[config.mk]
export PLATFORM = sky130hd
export DESIGN_NAME = kanagawa_hal_reset_sequencer
export DESIGN_NICKNAME = d
export VERILOG_FILES = /design/src/rtl/kanagawa_hal_reset_sequencer.sv
export SDC_FILE = /design/constraint.sdc
export NUM_CORES = 1
export LEC_CHECK = 0
export BUFFER_PORTS_ARGS = -buffer_cell sky130_fd_sc_hd__buf_4
export CAP_MARGIN = 30
export CORE_MARGIN = 2
export CORE_UTILIZATION = 50
export DETAILED_ROUTE_END_ITERATION = 6
export HOLD_SLACK_MARGIN = 0.03
export PLACE_DENSITY = 0.7
export SLEW_MARGIN = 0
export SYNTH_ARGS = -nofsm -noshare
export SYNTH_HDL_FRONTEND = slang
export SYNTH_SLANG_ARGS = --single-unit
[constraint.sdc]
create_clock -name clk -period 2.6 [get_ports clk]
set_input_delay 0.52 -clock clk [delete_from_list [all_inputs] [get_ports clk]]
set_output_delay 0.52 -clock clk [all_outputs]
set_load 0.05 [all_outputs]
[src/rtl/kanagawa_hal_reset_sequencer.sv]
// kanagawa_hal_reset_sequencer
//   Generates the synchronous core reset for one clock domain and completes
//   the reset handshake with the logic it drives. The board-level asynchronous
//   reset is synchronised, stretched for HOLD_CYCLES cycles, and the block then
//   waits for the downstream domain to acknowledge initialisation.
//
// Parameters
//   HOLD_CYCLES  cycles rst stays high after internal reset release (>=1)
//   ACK_TIMEOUT  max cycles waiting for rst_ack (timeout build only, >=1)
//
// Ports
//   clk           clock
//   arst          asynchronous active-high reset
//   soft_rst_req  synchronous single-cycle request to restart the sequence
//   rst_ack       downstream init done (asynchronous level)
//   rst           synchronous active-high reset to the downstream domain
//   rst_done      high while in RUN
//   ack_timeout   sticky: RUN was entered through the ack timeout
//   state         debug state view: 0=HOLD, 1=WAIT_ACK, 2=RUN
//
// Build option
//   KANAGAWA_HAL_RESET_SEQ_TIMEOUT_EN  enables the WAIT_ACK timeout; without
//   it WAIT_ACK waits indefinitely and ack_timeout is tied to 0.

module kanagawa_hal_reset_sequencer #(
  parameter int unsigned HOLD_CYCLES = 16,
  parameter int unsigned ACK_TIMEOUT = 256
) (
  input  logic       clk,
  input  logic       arst,
  input  logic       soft_rst_req,
  input  logic       rst_ack,
  output logic       rst,
  output logic       rst_done,
  output logic       ack_timeout,
  output logic [1:0] state
);

  localparam int unsigned CNT_MAX = (HOLD_CYCLES > ACK_TIMEOUT) ? HOLD_CYCLES : ACK_TIMEOUT;
  localparam int unsigned CW = $clog2(CNT_MAX + 1);
  localparam logic [CW-1:0] HOLD_LAST = CW'(HOLD_CYCLES - 1);
`ifdef KANAGAWA_HAL_RESET_SEQ_TIMEOUT_EN
  localparam logic [CW-1:0] ACK_LAST = CW'(ACK_TIMEOUT - 1);
`endif

  typedef enum logic [1:0] {
    ST_HOLD     = 2'd0,
    ST_WAIT_ACK = 2'd1,
    ST_RUN      = 2'd2
  } state_e;

  // Reset synchroniser: asserts asynchronously, releases after two edges.
  logic [1:0] arst_sync_q, arst_sync_d;
  logic       rst_int;

  // rst_ack synchroniser.
  logic [1:0] ack_sync_q, ack_sync_d;
  logic       ack_s;

  state_e          state_q, state_d;
  logic [CW-1:0]   cnt_q, cnt_d;
  logic            ack_to_q, ack_to_d;

  always_comb begin
    arst_sync_d = {arst_sync_q[0], 1'b0};
    ack_sync_d  = {ack_sync_q[0], rst_ack};
  end

  assign rst_int = arst_sync_q[1];
  assign ack_s   = ack_sync_q[1];

  always_ff @(posedge clk or posedge arst) begin
    if (arst) begin
      arst_sync_q <= '1;
      ack_sync_q  <= '0;
    end else begin
      arst_sync_q <= arst_sync_d;
      ack_sync_q  <= ack_sync_d;
    end
  end

  // State is reset asynchronously by arst (so rst rises without a clock) and
  // held synchronously in HOLD until the synchronised reset releases.
  always_ff @(posedge clk or posedge arst) begin
    if (arst) begin
      state_q  <= ST_HOLD;
      cnt_q    <= '0;
      ack_to_q <= 1'b0;
    end else begin
      state_q  <= state_d;
      cnt_q    <= cnt_d;
      ack_to_q <= ack_to_d;
    end
  end

  always_comb begin
    state_d  = state_q;
    cnt_d    = cnt_q;
    ack_to_d = ack_to_q;
    if (rst_int || soft_rst_req) begin
      // Soft request outranks every other transition, including HOLD exit.
      state_d  = ST_HOLD;
      cnt_d    = '0;
      ack_to_d = 1'b0;
    end else begin
      case (state_q)
        ST_HOLD: begin
          if (cnt_q == HOLD_LAST) begin
            state_d = ST_WAIT_ACK;
            cnt_d   = '0;
          end else if (cnt_q != '1) begin
            cnt_d = cnt_q + CW'(1);
          end
        end
        ST_WAIT_ACK: begin
          if (ack_s) begin
            state_d = ST_RUN;
          end
`ifdef KANAGAWA_HAL_RESET_SEQ_TIMEOUT_EN
          // Ack wins over a timeout reached in the same cycle.
          else if (cnt_q == ACK_LAST) begin
            state_d  = ST_RUN;
            ack_to_d = 1'b1;
          end else if (cnt_q != '1) begin
            cnt_d = cnt_q + CW'(1);
          end
`endif
        end
        ST_RUN: begin
          state_d = ST_RUN;
        end
        default: begin
          state_d = ST_HOLD;
          cnt_d   = '0;
        end
      endcase
    end
  end

  assign rst      = (state_q == ST_HOLD);
  assign rst_done = (state_q == ST_RUN);
  assign state    = state_q;

`ifdef KANAGAWA_HAL_RESET_SEQ_TIMEOUT_EN
  assign ack_timeout = ack_to_q;
`else
  assign ack_timeout = 1'b0;
`endif

endmodule
==> summary.md, run 1 <==
| Metric | Value |
|---|---|
| Rel. slew slack | 56.9% |
| Die width | between 40 and 50 um |
| CTS Buf Count | 3 |
| CTS Hold Bufs | 0 |
| Syn_area_per_cell | 9.72 um^2 |
| GPL Wtd Cong | slightly below 0.9 |
| IO buf count | 7 |
| CTS max path bufs | 2 |
| Maximum level of the CTS H-tree | 1 |
| Status | finished, final reports clean |
| Fin. max-slew vios | 0 |
| CP dominant cell by count | ha_1 |
| WP data arrival | 2.51 ns |
| Register share of total power | 62.4% |
| Die Ht | 45.1 um |
| Clock network fraction of total power | around 33% |
| Area Overhead vs Synth | 10.1% |
| Synth Cell Area | roughly 850 um^2 |
| Clk Latency, worst-skew pair | 0.28 ns |
| Die area | 2040 um^2 |
| Largest net degree at the start of global routing | 16 |
| Nets | 105 |
| M2 GR Usage | 32.6% |
| Hpwl dp | between 1000 and 1500 um |
| Clock transition at the registers of the reported paths | 0.09 ns |
| Power Internal | 0.304 mW |
| Crit-path cells | ha_1 > nand3_1 > nor2_1 > ha_1 > or3b_2 > or4b_2 > o21ai_0 |
| Hold Crit Class | in2async |
| CP max-delay cell | or4b_2 |
| Via count | ~700 |
| Top cell type's share of synthesized area | 38.5% |
| Via density | about 6.5 |
| Post-synth top area cell | dfrtp_1 |
| Sequential fraction of the synthesis area | 44.7% |
| Pwr dens | 417 nW/um^2 |
| Syn. warnings | 0 |
| Remaining global-route overflow | 0 |
| Fin. Hold Viols | 0 |
| Placed instance count | 107 |
| Fillers | 145 |
| Setup bufs post-CTS | 0 |
| Inserted Diodes | 0 |
| VDD IR max | 0.000412 V |
| Synthesis-stage register bit count | 15 |
| Worst path required time | 2.81 ns |
| GRT busiest layer | met2 |
| Standard-cell rows | 14 |
| F_max | between 400 and 500 MHz |
| Cell variety after synth | 34 |
| Total track usage | 20.1% |
| Startpoint Class | flop |
| Synth Instances | 87 |
| Post-CTS Resized | 0 |
| Initial Util | 54.9% |
| Share of cells above drive strength 1 | 22.1% |
| Synth area leaders | dfrtp_1, ha_1, dfstp_2 |
| DRC violations left | 0 |
| Wire per inst | around 16 um |
| RSZ-0062 raised after global routing | false |
| Root buffer cell | clkbuf_4 |
| CP max stage delay | just over 0.6 ns |
| Vias in the first global route | 680 |
| Setup TNS after final layout | 0 ns |
| CP Capture Type | flop |
| Leak pwr | 0.392 nW |
| # setup viols final | 0 |
| Clk sinks | 15 |
| Core ar. | 1540 um^2 |
| CTS tree | built |
| Comb pwr share | 4.9% |
| M3 GR Usage | 7.20% |
| Max cap viols | 0 |
| Drt pass-1 iters | 4 |
| Grt met1 use | 23.2% |
| Storage cell area | 378 um^2 |
| Crit Path Max Fanout | 8 |
| Skew final | 0.00948 ns |
| WS Path Type | reg2reg |
| Final WL | 1730 um |
| First-pass GRT wire length | 2840 um |
| Final Critical Period | around 2.3 ns |
| Antenna violations before repair | 0 |
| Area of the multi-input gates | around 440 um^2 |
| Crit share post-route | 88.7% |
| Worst slew pin tran | 0.640 ns |
| Io pins | 9 |
| Initial DRC count | 20 |
| P_sw | about 0.084 mW |
| Final Non-Filler Cells | 111 |
| Sw frac | 21.7% |
| Routed Antenna Nets | 0 |
## cell families after synthesis
group / count (synthesis) / synth area share, %
and+or+nand+nor: 37 / 26.9
AOI/OAI and AO/OA: 21 / 16.0
DFF: 15 / 44.7
other: 1 / 0.443
buffers and inverters: 8 / 4.58
adders and majority gates: 5 / 7.40
## power by group through the flow
| stage | Clock, mW | Sequential [mW] | Combinational [mW] |
|---|---|---|---|
| after floorplan | 0 | 0.246 | 0.0144 |
| after global placement | 0 | 0.246 | 0.0191 |
| after detailed placement | 0 | 0.247 | 0.0192 |
| after CTS | 0.135 | 0.242 | 0.0194 |
| after global routing | 0.147 | 0.243 | 0.0215 |
| final | 0.127 | 0.242 | 0.0189 |
## worst max-delay path: cells and delay by family (launching register included)
family	cells	cell delay (ns)
simple gates	4	1.21
fa+ha+maj	2	0.51
flops	1	0.43
compound gates	1	0.09
## layout by cell type (no fill, tap or decap), types with 3 or more instances in the layout
cell	Yosys	routed
a21oi_1	7	7
a31oi_1	4	4
buf_4	2	8
clkbuf_4	0	3
dfrtp_1	13	13
ha_1	5	4
inv_1	3	3
nand2_1	8	8
nand3_1	7	7
nand4b_1	3	3
nor2_1	3	3
o21ai_0	3	3
or4_1	4	4
## cell usage after synthesis, drive strengths merged
master and instances:
nor2 3, or4 4, dfstp 2, nand4b 3, or4b 2, and4b 1
o21ai 3, clkbuf 1, nor2b 1, or2 2, conb 1, a211oi 1
or3b 1, o31ai 1, nand2 8, inv 3, a21boi 1, nand4 1
a31oi 4, nor4 1, a21bo 1, or3 1, a22oi 1, nand3 7
ha 5, buf 4, o221a 1, a41oi 1, dfrtp 13, a21oi 7
nand2b 2
## through the flow
step	hold WS [ns]	utilization (%)	cell area [um^2]	setup WS [ns]	power (mW)
2_1_floorplan	0.331	-	852	0.0945	0.260
3_5_place_dp	0.343	58.7	905	0.324	0.266
5_1_grt	0.326	60.4	931	0.187	0.412
3_3_place_gp	0.333	58.7	905	0.368	0.265
4_1_cts	0.297	60.4	931	0.305	0.397
6_report	0.283	60.4	931	0.295	0.388
## per-layer routing
metal | part of all wire [%] | vias to the layer above | wire, um
met4 | 0.81 | 0 | 14
li1 | - | 342 | -
met2 | 51 | 24 | 887
met1 | 42 | 352 | 733
met5 | 0 | - | 0
met3 | 5.5 | 2 | 96
## worst paths after layout
kind | to | slack [ns] | depth (start not counted) | from
setup reg to reg | cnt_q[4]$_DFFE_PP0P_ | 0.29 | 7 | cnt_q[0]$_DFFE_PP0P_
setup / recovery | cnt_q[4]$_DFFE_PP0P_ | 0.29 | 7 | cnt_q[0]$_DFFE_PP0P_
max in group asynchronous | arst_sync_q[1]$_DFF_PP1_ | 1.94 | 2 | arst
hold / removal | cnt_q[4]$_DFFE_PP0P_ | 0.28 | 2 | arst
hold reg to reg | ack_sync_q[1]$_DFF_PP0_ | 0.34 | 0 | ack_sync_q[0]$_DFF_PP0_
min in group clk | ack_sync_q[1]$_DFF_PP0_ | 0.34 | 0 | ack_sync_q[0]$_DFF_PP0_
## cell type report
class / instances / area share [%]
clock buffer: 4 / 2.82
multi-input combinational: 65 / 46.8
timing repair buffer: 8 / 6.45
sequential: 15 / 40.6
inverter: 3 / 1.21
tap: 16 / 2.15
## registers in the layout (all words and copies together), names as in the netlist
name and count:
ack_sync_q 2, state 2, arst_sync_q 2, cnt_q 9
Note: power is estimated with default switching activity, not from simulation.
==> inputs of run 2 (changes only) <==
PLACE_DENSITY = not set   (was 0.7)
PLACE_DENSITY_LB_ADDON = 0.25   (was not set)
==> run 2 against run 1 <==
Effect of this change:
- die area is the same
- sequential power is essentially flat
- global-route usage grew 0.47 points
- utilization grew 0.49 points
- count of clock-buffer cells in the layout is the same
- setup slack lost 0.012 ns
- first-iteration DRC count grew 15%
- clock skew shrank 0.0088 ns
- via count shrank 2.1%
- non-clock buffer count grew 1
==> summary.md, run 2 (synthesis results as in run 1) <==
| Metric | Value |
|---|---|
| Remaining global-route overflow | 0 (unchanged) |
| Largest Register | cnt_q |
| Routed Antenna Nets | 0 (unchanged) |
| WP data arrival | 2.53 ns (+0.02 ns) |
| Startpoint Class | flop |
| Clk sinks | 15 (unchanged) |
| Wire per inst | 14.9 um (-4.6%) |
| Via density | 6.29 (-3.0%) |
| Final WL | 1670 um (-3.7%) |
| Largest register FFs | 9 (unchanged) |
| Fillers | 137 (-5.5%) |
| Area Overhead vs Synth | 10.9% |
| Initial DRC count | 23 (+15%) |
| First-pass GRT wire length | 3020 um (+6.3%) |
| Drt pass-1 iters | 4 (unchanged) |
| Skew final | 0.000694 ns (-0.00879 ns) |
| Share of cells above drive strength 1 | 22.9% (+0.81 points) |
| Nets | 106 (+0.95%) |
| Rel. slew slack | 62.6% (+5.6 points) |
| Root buffer cell | clkbuf_4 |
| Core ar. | 1540 um^2 (unchanged) |
| Standard-cell rows | 14 (unchanged) |
| Die width | 45.1 um (unchanged) |
| Vias in the first global route | 639 (-6.0%) |
| WS Path Type | reg2reg |
| Total track usage | 20.5% (+0.47 points) |
| Clk Latency, worst-skew pair | 0.28 ns (about the same) |
| Post-CTS Resized | 0 (unchanged) |
| CTS Buf Count | 3 (unchanged) |
| Clock transition at the registers of the reported paths | 0.09 ns (about the same) |
| Setup bufs post-CTS | 0 (unchanged) |
| Crit Path Max Fanout | 8 (unchanged) |
| Inserted Diodes | 0 (unchanged) |
| Pwr dens | 422 nW/um^2 (+1.0%) |
| DRC violations left | 0 (unchanged) |
| Worst path required time | 2.81 ns (about the same) |
| Largest net degree at the start of global routing | 16 (unchanged) |
| Status | finished, final reports clean |
| Initial Util | 54.9% (unchanged) |
| F_max | 432 MHz (-0.53%) |
| CTS Hold Bufs | 0 (unchanged) |
| Io pins | 9 (unchanged) |
| CTS max path bufs | 2 (unchanged) |
| Die Ht | 45.1 um (unchanged) |
| RSZ-0062 raised after global routing | false |
| Antenna violations before repair | 0 (unchanged) |
| Hold WS | 0.282 ns (-0.000447 ns) |
| VDD IR max | 0.000325 V (-21%) |
| GPL Wtd Cong | 0.855 (-2.0%) |
| Fin. max-slew vios | 0 (unchanged) |
| Reg2Reg Depth | 7 (unchanged) |
| CTS tree | built |
| CP Capture Type | flop |
| Maximum level of the CTS H-tree | 1 (unchanged) |
| Most frequent cells in the layout | dfrtp_1, buf_4, nand2_1, nand3_1, a21oi_1 |
| Crit share post-route | 89.1% (+0.47 points) |
| Setup TNS after final layout | 0 ns (unchanged) |
| Max cap viols | 0 (unchanged) |
| Area of the multi-input gates | 435 um^2 (unchanged) |
| IO buf count | 7 (unchanged) |
| Hold Crit Class | in2async |
| Die area | 2040 um^2 (unchanged) |
| Final Critical Period | 2.32 ns (+0.0122 ns) |
| Leak pwr | 0.396 nW (+1.1%) |
| # setup viols final | 0 (unchanged) |
| Fin. Hold Viols | 0 (unchanged) |
| Worst slew pin tran | 0.561 ns (-0.0792 ns) |
| Via count | 705 (-2.1%) |
| Fin util | 60.9% (+0.49 points) |
| Hpwl dp | 1190 um (-0.38%) |
| Commonest non-fill, non-tap cell in the layout | dfrtp_1 |
| Storage cell area | 378 um^2 (unchanged) |
[run 2: path summary, 6_finish.rpt]
path	start	end	slack, ns
worst max-delay path	cnt_q[0]$_DFFE_PP0P_	cnt_q[4]$_DFFE_PP0P_	0.28
worst max register to register	cnt_q[0]$_DFFE_PP0P_	cnt_q[4]$_DFFE_PP0P_	0.28
max in group asynchronous	arst	arst_sync_q[0]$_DFF_PP1_	1.95
worst min-delay path	arst	cnt_q[3]$_DFFE_PP0P_	0.28
worst min register to register	ack_sync_q[0]$_DFF_PP0_	ack_sync_q[1]$_DFF_PP0_	0.36
min in group clk	rst_ack	ack_sync_q[0]$_DFF_PP0_	0.34
[run 2: cell type report]
| class | count | area share, % |
|---|---|---|
| timing repair buffer | 9 | 7.20 |
| sequential | 15 | 40.3 |
| inverter | 3 | 1.20 |
| tap | 16 | 2.13 |
| multi-input combinational | 65 | 46.4 |
| clock buffer | 4 | 2.80 |
[run 2: stage by stage]
step	setup slack, ns	instance area (um^2)	power (mW)	cells
after detailed placement	0.319	912	0.266	108
after global placement	0.365	912	0.265	108
after floorplan	0.0945	852	0.260	88
after global routing	0.165	938	0.415	112
final	0.283	938	0.396	112
after CTS	0.298	938	0.397	112
[run 2: routing by layer]
metal / up-vias / track usage [%] / part of all wire, %
met5: - / 0 / 0
met4: 0 / 7.65 / 1.5
met3: 4 / 4.40 / 3.8
met2: 15 / 29.4 / 47
met1: 347 / 30.2 / 48
li1: 339 / - / -
[run 2: where the power goes]
part           total, mW  internal, mW  switching [mW]
Clock              0.135        0.0596          0.0756
Sequential         0.242         0.239         0.00294
Combinational     0.0185       0.00563          0.0129
Total              0.396         0.304          0.0914
[run 2: critical path, cell delays in order (launching register included)]
cell,delay [ns]
dfrtp_1,0.44
ha_1,0.26
nand3_1,0.09
nor2_1,0.04
ha_1,0.25
or3b_2,0.47
or4b_2,0.60
o21ai_0,0.09
